[src/rtl/sram_arb_pkg.sv]
// Shared types for the two-host SRAM arbiter.
package sram_arb_pkg;

  localparam int unsigned NumHosts = 2;

  typedef enum logic {
    Host0 = 1'b0,
    Host1 = 1'b1
  } host_id_e;

  // One read-tracking pipeline stage: whether a read is in flight and who issued it.
  typedef struct packed {
    logic     valid;
    host_id_e owner;
  } rd_tag_t;

  function automatic host_id_e other_host(input host_id_e h);
    return (h == Host0) ? Host1 : Host0;
  endfunction

endpackage

[src/rtl/sram_arb_rdtrack.sv]
// Read-tag shift register: delays each accepted read's owner by ReadLatency
// cycles and steers the RAM read data to that host only.
module sram_arb_rdtrack
  import sram_arb_pkg::*;
#(
  parameter int unsigned ReadLatency = 1,
  parameter int unsigned SramDw      = 32
) (
  input  logic              clk_i,
  input  logic              rst_ni,
  input  rd_tag_t           tag_i,
  input  logic [SramDw-1:0] ram_rdata_i,
  output logic              h0_rvalid_o,
  output logic              h1_rvalid_o,
  output logic [SramDw-1:0] h0_rdata_o,
  output logic [SramDw-1:0] h1_rdata_o
);

  rd_tag_t [ReadLatency-1:0] pipe_q, pipe_d;
  rd_tag_t                   head;

  // Next pipeline contents: new tag enters stage 0, every stage advances each cycle.
  always_comb begin
    pipe_d    = '0;
    pipe_d[0] = tag_i;
    for (int unsigned i = 1; i < ReadLatency; i++) begin
      pipe_d[i] = pipe_q[i-1];
    end
  end

  // Pipeline register; reset discards all in-flight reads.
  always_ff @(posedge clk_i or negedge rst_ni) begin
    if (!rst_ni) begin
      pipe_q <= '0;
    end else begin
      pipe_q <= pipe_d;
    end
  end

  // Decode the oldest stage into per-host valid and gated read data.
  always_comb begin
    head        = pipe_q[ReadLatency-1];
    h0_rvalid_o = head.valid && (head.owner == Host0);
    h1_rvalid_o = head.valid && (head.owner == Host1);
    h0_rdata_o  = h0_rvalid_o ? ram_rdata_i : '0;
    h1_rdata_o  = h1_rvalid_o ? ram_rdata_i : '0;
  end

endmodule

[src/rtl/sram_arbiter.sv]
// Round-robin arbiter sharing one single-port SRAM between two SRAM-style
// hosts; generates rvalid for reads and routes read data to the issuer.
module sram_arbiter
  import sram_arb_pkg::*;
#(
  parameter int unsigned SramAw      = 11,
  parameter int unsigned SramDw      = 32,
  parameter int unsigned ReadLatency = 1
) (
  input  logic              clk_i,
  input  logic              rst_ni,
  input  logic              h0_req_i,
  output logic              h0_gnt_o,
  input  logic              h0_we_i,
  input  logic [SramAw-1:0] h0_addr_i,
  input  logic [SramDw-1:0] h0_wdata_i,
  input  logic [SramDw-1:0] h0_wmask_i,
  output logic              h0_rvalid_o,
  output logic [SramDw-1:0] h0_rdata_o,
  input  logic              h1_req_i,
  output logic              h1_gnt_o,
  input  logic              h1_we_i,
  input  logic [SramAw-1:0] h1_addr_i,
  input  logic [SramDw-1:0] h1_wdata_i,
  input  logic [SramDw-1:0] h1_wmask_i,
  output logic              h1_rvalid_o,
  output logic [SramDw-1:0] h1_rdata_o,
  output logic              ram_req_o,
  output logic              ram_we_o,
  output logic [SramAw-1:0] ram_addr_o,
  output logic [SramDw-1:0] ram_wdata_o,
  output logic [SramDw-1:0] ram_wmask_o,
  input  logic [SramDw-1:0] ram_rdata_i
);

  host_id_e last_q, last_d;
  host_id_e winner;
  logic     accept;
  rd_tag_t  rd_tag;

  // Any request is always granted to exactly one host, so acceptance equals ram_req.
  assign accept    = h0_req_i | h1_req_i;
  assign ram_req_o = accept;

  // Winner selection: a lone requester wins; on conflict the host not granted last wins.
  always_comb begin
    winner = Host0;
    if (h0_req_i && h1_req_i) begin
      winner = other_host(last_q);
    end else if (h1_req_i) begin
      winner = Host1;
    end
  end

  assign h0_gnt_o = accept && (winner == Host0);
  assign h1_gnt_o = accept && (winner == Host1);

  // RAM payload mux from the granted host; all fields zero when idle.
  always_comb begin
    ram_we_o    = 1'b0;
    ram_addr_o  = '0;
    ram_wdata_o = '0;
    ram_wmask_o = '0;
    if (h0_gnt_o) begin
      ram_we_o    = h0_we_i;
      ram_addr_o  = h0_addr_i;
      ram_wdata_o = h0_wdata_i;
      ram_wmask_o = h0_wmask_i;
    end else if (h1_gnt_o) begin
      ram_we_o    = h1_we_i;
      ram_addr_o  = h1_addr_i;
      ram_wdata_o = h1_wdata_i;
      ram_wmask_o = h1_wmask_i;
    end
  end

  // Last-grant pointer moves only on an accepted transfer.
  always_comb begin
    last_d = last_q;
    if (accept) begin
      last_d = winner;
    end
  end

  // Pointer register; reset to host 1 so host 0 wins the first conflict.
  always_ff @(posedge clk_i or negedge rst_ni) begin
    if (!rst_ni) begin
      last_q <= Host1;
    end else begin
      last_q <= last_d;
    end
  end

  // Tag entering the read tracker: only accepted reads are marked valid.
  always_comb begin
    rd_tag       = '0;
    rd_tag.valid = accept && !ram_we_o;
    rd_tag.owner = winner;
  end

  sram_arb_rdtrack #(
    .ReadLatency(ReadLatency),
    .SramDw     (SramDw)
  ) u_rdtrack (
    .clk_i      (clk_i),
    .rst_ni     (rst_ni),
    .tag_i      (rd_tag),
    .ram_rdata_i(ram_rdata_i),
    .h0_rvalid_o(h0_rvalid_o),
    .h1_rvalid_o(h1_rvalid_o),
    .h0_rdata_o (h0_rdata_o),
    .h1_rdata_o (h1_rdata_o)
  );

endmodule

[config.mk]
export PLATFORM = sky130hd
export DESIGN_NAME = sram_arbiter
export DESIGN_NICKNAME = d
export VERILOG_FILES = /design/src/rtl/sram_arb_pkg.sv /design/src/rtl/sram_arb_rdtrack.sv /design/src/rtl/sram_arbiter.sv
export SDC_FILE = /design/constraint.sdc
export NUM_CORES = 1
export LEC_CHECK = 0
export BUFFER_PORTS_ARGS = -buffer_cell sky130_fd_sc_hd__buf_2
export CAP_MARGIN = 10
export CORE_AREA = 2 2 130 132
export CTS_CLUSTER_DIAMETER = 120
export CTS_CLUSTER_SIZE = 16
export DETAILED_ROUTE_END_ITERATION = 12
export DIE_AREA = 0 0 132 134
export PLACE_DENSITY = 0.46
export SKIP_LAST_GASP = 1
export SYNTH_ARGS = -nofsm -noshare
export SYNTH_HDL_FRONTEND = slang
export SYNTH_SLANG_ARGS = --single-unit
[constraint.sdc]
create_clock -name clk_i -period 4.2 [get_ports clk_i]
set_clock_uncertainty 0.05 [all_clocks]
set_input_delay 0.21 -clock clk_i [delete_from_list [all_inputs] [get_ports clk_i]]
set_output_delay 0.21 -clock clk_i [all_outputs]
set_load 0.02 [all_outputs]
## After elaboration in Yosys (flattened, before gate mapping)

Cells that the tools add are included.

- Logic and storage cells: 26
- Flip-flop bits (word level): 3

- Multiplexer cells: 13
- Reduce and logical (&&, ||, !) cells: 7
- Bitwise operators: 3

Operators with widths:

| cell | count |
|---|---|
| two-way mux 32 bit | 6 |
| two-way mux 11 bit | 2 |
| logical AND 1 bit | 6 |
| two-way mux 1 bit | 5 |
| inverter 1 bit | 2 |
| logical NOT 1 bit | 1 |
| bitwise OR 1 bit | 1 |

## Logic depth before layout (Yosys ltp)

- Depth after elaboration: 7
- Mapped depth: 5
- Mapped depth without buffers: 2

## By module

A second synthesis with hierarchy kept.

- Cell total of the unflattened synthesis: 195
- Area total of the unflattened synthesis: 1640.3 um^2

By module, submodules not included:

| module | cells each | area each (um^2) | instances |
|---|---|---|---|
| sram_arbiter | 113 | 998.5 | 1 |
| sram_arb_rdtrack | 82 | 641.9 | 1 |

## Least setup slack after synthesis

No wires, ideal clock.

- Path type: flip-flop to output port
- From: reg last_q
- To: out ram_wdata_o[12]
- Setup slack: 2594 ps
- Data required time: 3940 ps
- Path buffers: 2
- Cell stages (with the launch flop): 5
- Data arrival time: 1346 ps
- Cells stage by stage: dfstp_2 -> nand2b_1 -> buf_4 -> clkbuf_1 -> a32o_1

- Longest elaborated chain between the ends: 5

RTL lines:

| item | RTL line | source |
|---|---|---|
| start, declared | sram_arbiter.sv:36 | `host_id_e last_q, last_d;` |
| start signal, assigned | sram_arbiter.sv:88 | `last_q <= Host1;` |
| start signal, assigned | sram_arbiter.sv:90 | `last_q <= last_d;` |
| two-way mux 1 bit * | sram_arb_pkg.sv:18 | `return (h == Host0) ? Host1 : Host0;` |
| two-way mux 1 bit * | sram_arbiter.sv:48 | `if (h0_req_i && h1_req_i) begin` |
| logical AND 1 bit / inverter 1 bit (equally long branches) | sram_arbiter.sv:56, sram_arbiter.sv:55 |  |
| two-way mux 32 bit / logical AND 1 bit (equally long branches) | sram_arbiter.sv:69, sram_arbiter.sv:55 |  |
| two-way mux 32 bit * | sram_arbiter.sv:64 | `if (h0_gnt_o) begin` |
| end, declared | sram_arbiter.sv:31 | `output logic [SramDw-1:0] ram_wdata_o,` |

Mark *: on every way between the ends. The rest lies on a longest branch, timed or not.

## Worst setup path in the final report

- From: reg last_q
- To: out ram_wmask_o[2]

- Longest elaborated chain between the ends: 5

RTL lines:

| item | RTL line | source |
|---|---|---|
| two-way mux 1 bit * | sram_arb_pkg.sv:18 |  |
| two-way mux 1 bit * | sram_arbiter.sv:48 |  |
| logical AND 1 bit / inverter 1 bit (equally long branches) | sram_arbiter.sv:56, sram_arbiter.sv:55 |  |
| two-way mux 32 bit / logical AND 1 bit (equally long branches) | sram_arbiter.sv:69, sram_arbiter.sv:55 |  |
| two-way mux 32 bit * | sram_arbiter.sv:64 |  |
| end, declared | sram_arbiter.sv:32 | `output logic [SramDw-1:0] ram_wmask_o,` |

Marked as above.

==> results_dict.tcl <==
set metrics [dict create \
    outcome "finished, final reports clean" \
    irDropWorstVdd_v 0.0000807 \
    drv_cap 0 \
    async_reset_ff_share_pct 100 \
    final.setup.worst_slack_ns 1.71 \
    synth.ff_latch_count 3 \
    row_count 47 \
    synth_most_common_cell "a32o_1" \
    dp_hpwl_mm 9.43 \
    post_drt_wl_per_cell_um 16.2 \
    cts.reportedPaths.clkPinSlew_ns 0.03 \
    hold_slack_ns 0.240 \
    diodes 0 \
    syn_to_final_growth_pct 126 \
    p_total_mw 0.736 \
    avgSynthCellArea_um2 7.96 \
    grt_setup_unrepaired "no" \
    fp.dieArea_mm2 0.0177 \
    syn-num-nets 378 \
    fin_area_mm2 0.00341 \
    tritoncts "done" \
    grt_remaining_overflow 0 \
    antenna_left 0 \
    synth_cell_type_count 19 \
    synth_top_flop_cell "dfrtp_1" \
    finalNonFillerCells 717 \
    regArea_um2 76.3 \
    post-cts-setup-buffers 0 \
    top_layer "met5" \
    dp_slack_ns 1.92 \
    vias 3003 \
    vias_per_cell 4.19 \
    placed_cells 712 \
    setup_tns_ns 0 \
    first_pass_iters 4 \
    period_needed_ns 2.49 \
    cp-start-kind "register" \
    wl_met2_mm 5.39 \
    die_height_um 134 \
    p_per_area_mw_per_mm2 216 \
    die_x_um 132 \
    drive_gt1_share_pct 71.0 \
    p_leak_nw 2.08 \
    synth.yosys.seq_area_share_pct 5.05 \
    clock_latency_ns 0.22 \
    ys_top_cells_by_area "a32o_1, and2_1, and3_1" \
    multi_input_area_mm2 0.00125 \
    yosys.area.top_type_share_pct 44.3 \
    antenna_found_initial 1 \
    fin_nets 686 \
    grt_max_degree 82 \
    slew_viol_final 0 \
    finalSetupViolCount 0 \
    critical_path_class "register to output pin" \
    worstMarginPinSlew_ns 1.13 \
    worstPathRequired_ns 3.94 \
    synth_edf_count 0 \
    slew_headroom_pct 24.8 \
    grt_first_pass_wirelength_mm 16.4 \
    wl_met3_mm 1.28 \
    end_kind "output pin" \
    finish.utilization_pct 20.9 \
    hold_path_class "input pin to register" \
    htreeDepth 1 \
    io_buffers 332 \
    fill_cells 1846 \
    gp_congestion 0.826 \
    max_freq_mhz 401 \
    grt_pass1_vias 2730 \
    placed_area_mm2 0.00332 \
    syn_area_mm2 0.00151 \
    ys_top_cells_by_count "a32o_1, and2_1, and3_1" \
    clkSinkCount 3 \
    start_util_pct 9.29 \
    drtIter0Drc 135 \
    clockRootBuffer "clkbuf_16" \
    core_area_mm2 0.0163 \
    yosys.area.top_type "a32o_1" \
    yosys_warnings 0 \
    boundaryPins 333 \
    synthCells 190 \
    numCtsBuffers 3 \
    finalCritPeriodShare_pct 59.4 \
    wl_mm 11.6 \
    cp.arrival_ns 2.23 \
    met1_length_mm 4.84 \
    hold_viol 0 \
    clk_path_buf_depth 2 \
    cp_max_fo 40 \
    grt_usage_pct 11.8 \
    drc 0 \
]
-- logic make-up (layout without fill, tap and decap cells) --
kind of cell           after synthesis  count (layout)  synth area share, %
DFF                                  3               3                 5.05
buffers and inverters               37             344                 12.8
AOI/OAI and AO/OA                   80              80                 53.3
and+or+nand+nor                     70              70                 28.8
-- critical path, cell delays in order (launching register included) --
cell and delay (ns):
dfstp_2 0.39, a21boi_4 0.86, buf_12 0.29, a32o_1 0.21, buf_2 0.21
-- path summary, 6_finish.rpt --
kind | from | to | slack, ns | depth (start not counted)
worst min-delay path | h1_req_i | last_q$_DFFE_PN1P_ | 0.24 | 3
worst max-delay path | last_q$_DFFE_PN1P_ | ram_wmask_o[2] | 1.71 | 4
max in group asynchronous | rst_ni | last_q$_DFFE_PN1P_ | 3.59 | 2
worst max register to register | last_q$_DFFE_PN1P_ | u_rdtrack.head[1]$_DFF_PN0_ | 2.28 | 3
min in group asynchronous | rst_ni | u_rdtrack.head[0]$_DFF_PN0_ | 0.31 | 2
worst min register to register | last_q$_DFFE_PN1P_ | last_q$_DFFE_PN1P_ | 0.48 | 2
-- report_power, final --
part / internal, mW / switching [mW]
Clock: 0.125 / 0.0261
Sequential: 0.0334 / 0.00934
Combinational: 0.220 / 0.322
-- routing by layer --
| layer | vias up | track usage [%] |
|---|---|---|
| met5 | - | 0 |
| met4 | 2 | 1.69 |
| met3 | 6 | 4.01 |
| met2 | 215 | 20.1 |
| met1 | 1366 | 14.7 |
| li1 | 1414 | - |
-- cells in the final DEF (no fill, tap or decap), drive strengths merged --
cell	synthesis	final
dfrtp	2	2
nor2b	1	1
a21boi	2	2
or2	1	1
dlygate4sd3	0	1
a21oi	1	1
inv	2	2
clkbuf	18	4
and2	34	34
a32o	77	77
nand2b	1	1
buf	17	337
nor2	1	1
and3	32	32
dfstp	1	1
-- flip-flops by register name (all words and copies together) (netlist names) --
| name | flops |
|---|---|
| last_q | 1 |
| u_rdtrack.head | 2 |
-- repair_timing --
| item | 4_1_cts | 5_1_grt |
|---|---|---|
| gates resized for setup | 0 | 0 |
| endpoints found under the hold margin | 3 | 0 |
| hold buffers | 1 | 0 |
| setup endpoints to repair | 0 | 0 |
-- cell type report --
cell class / instances / share of cell area, %
Timing Repair Buffer: 338 / 50.5
Multi-Input combinational cell: 150 / 36.7
Tap cell: 220 / 8.07
Clock buffer: 4 / 2.31
Sequential cell: 3 / 2.24
Inverter: 2 / 0.220
(Power assumes the default switching activity.)
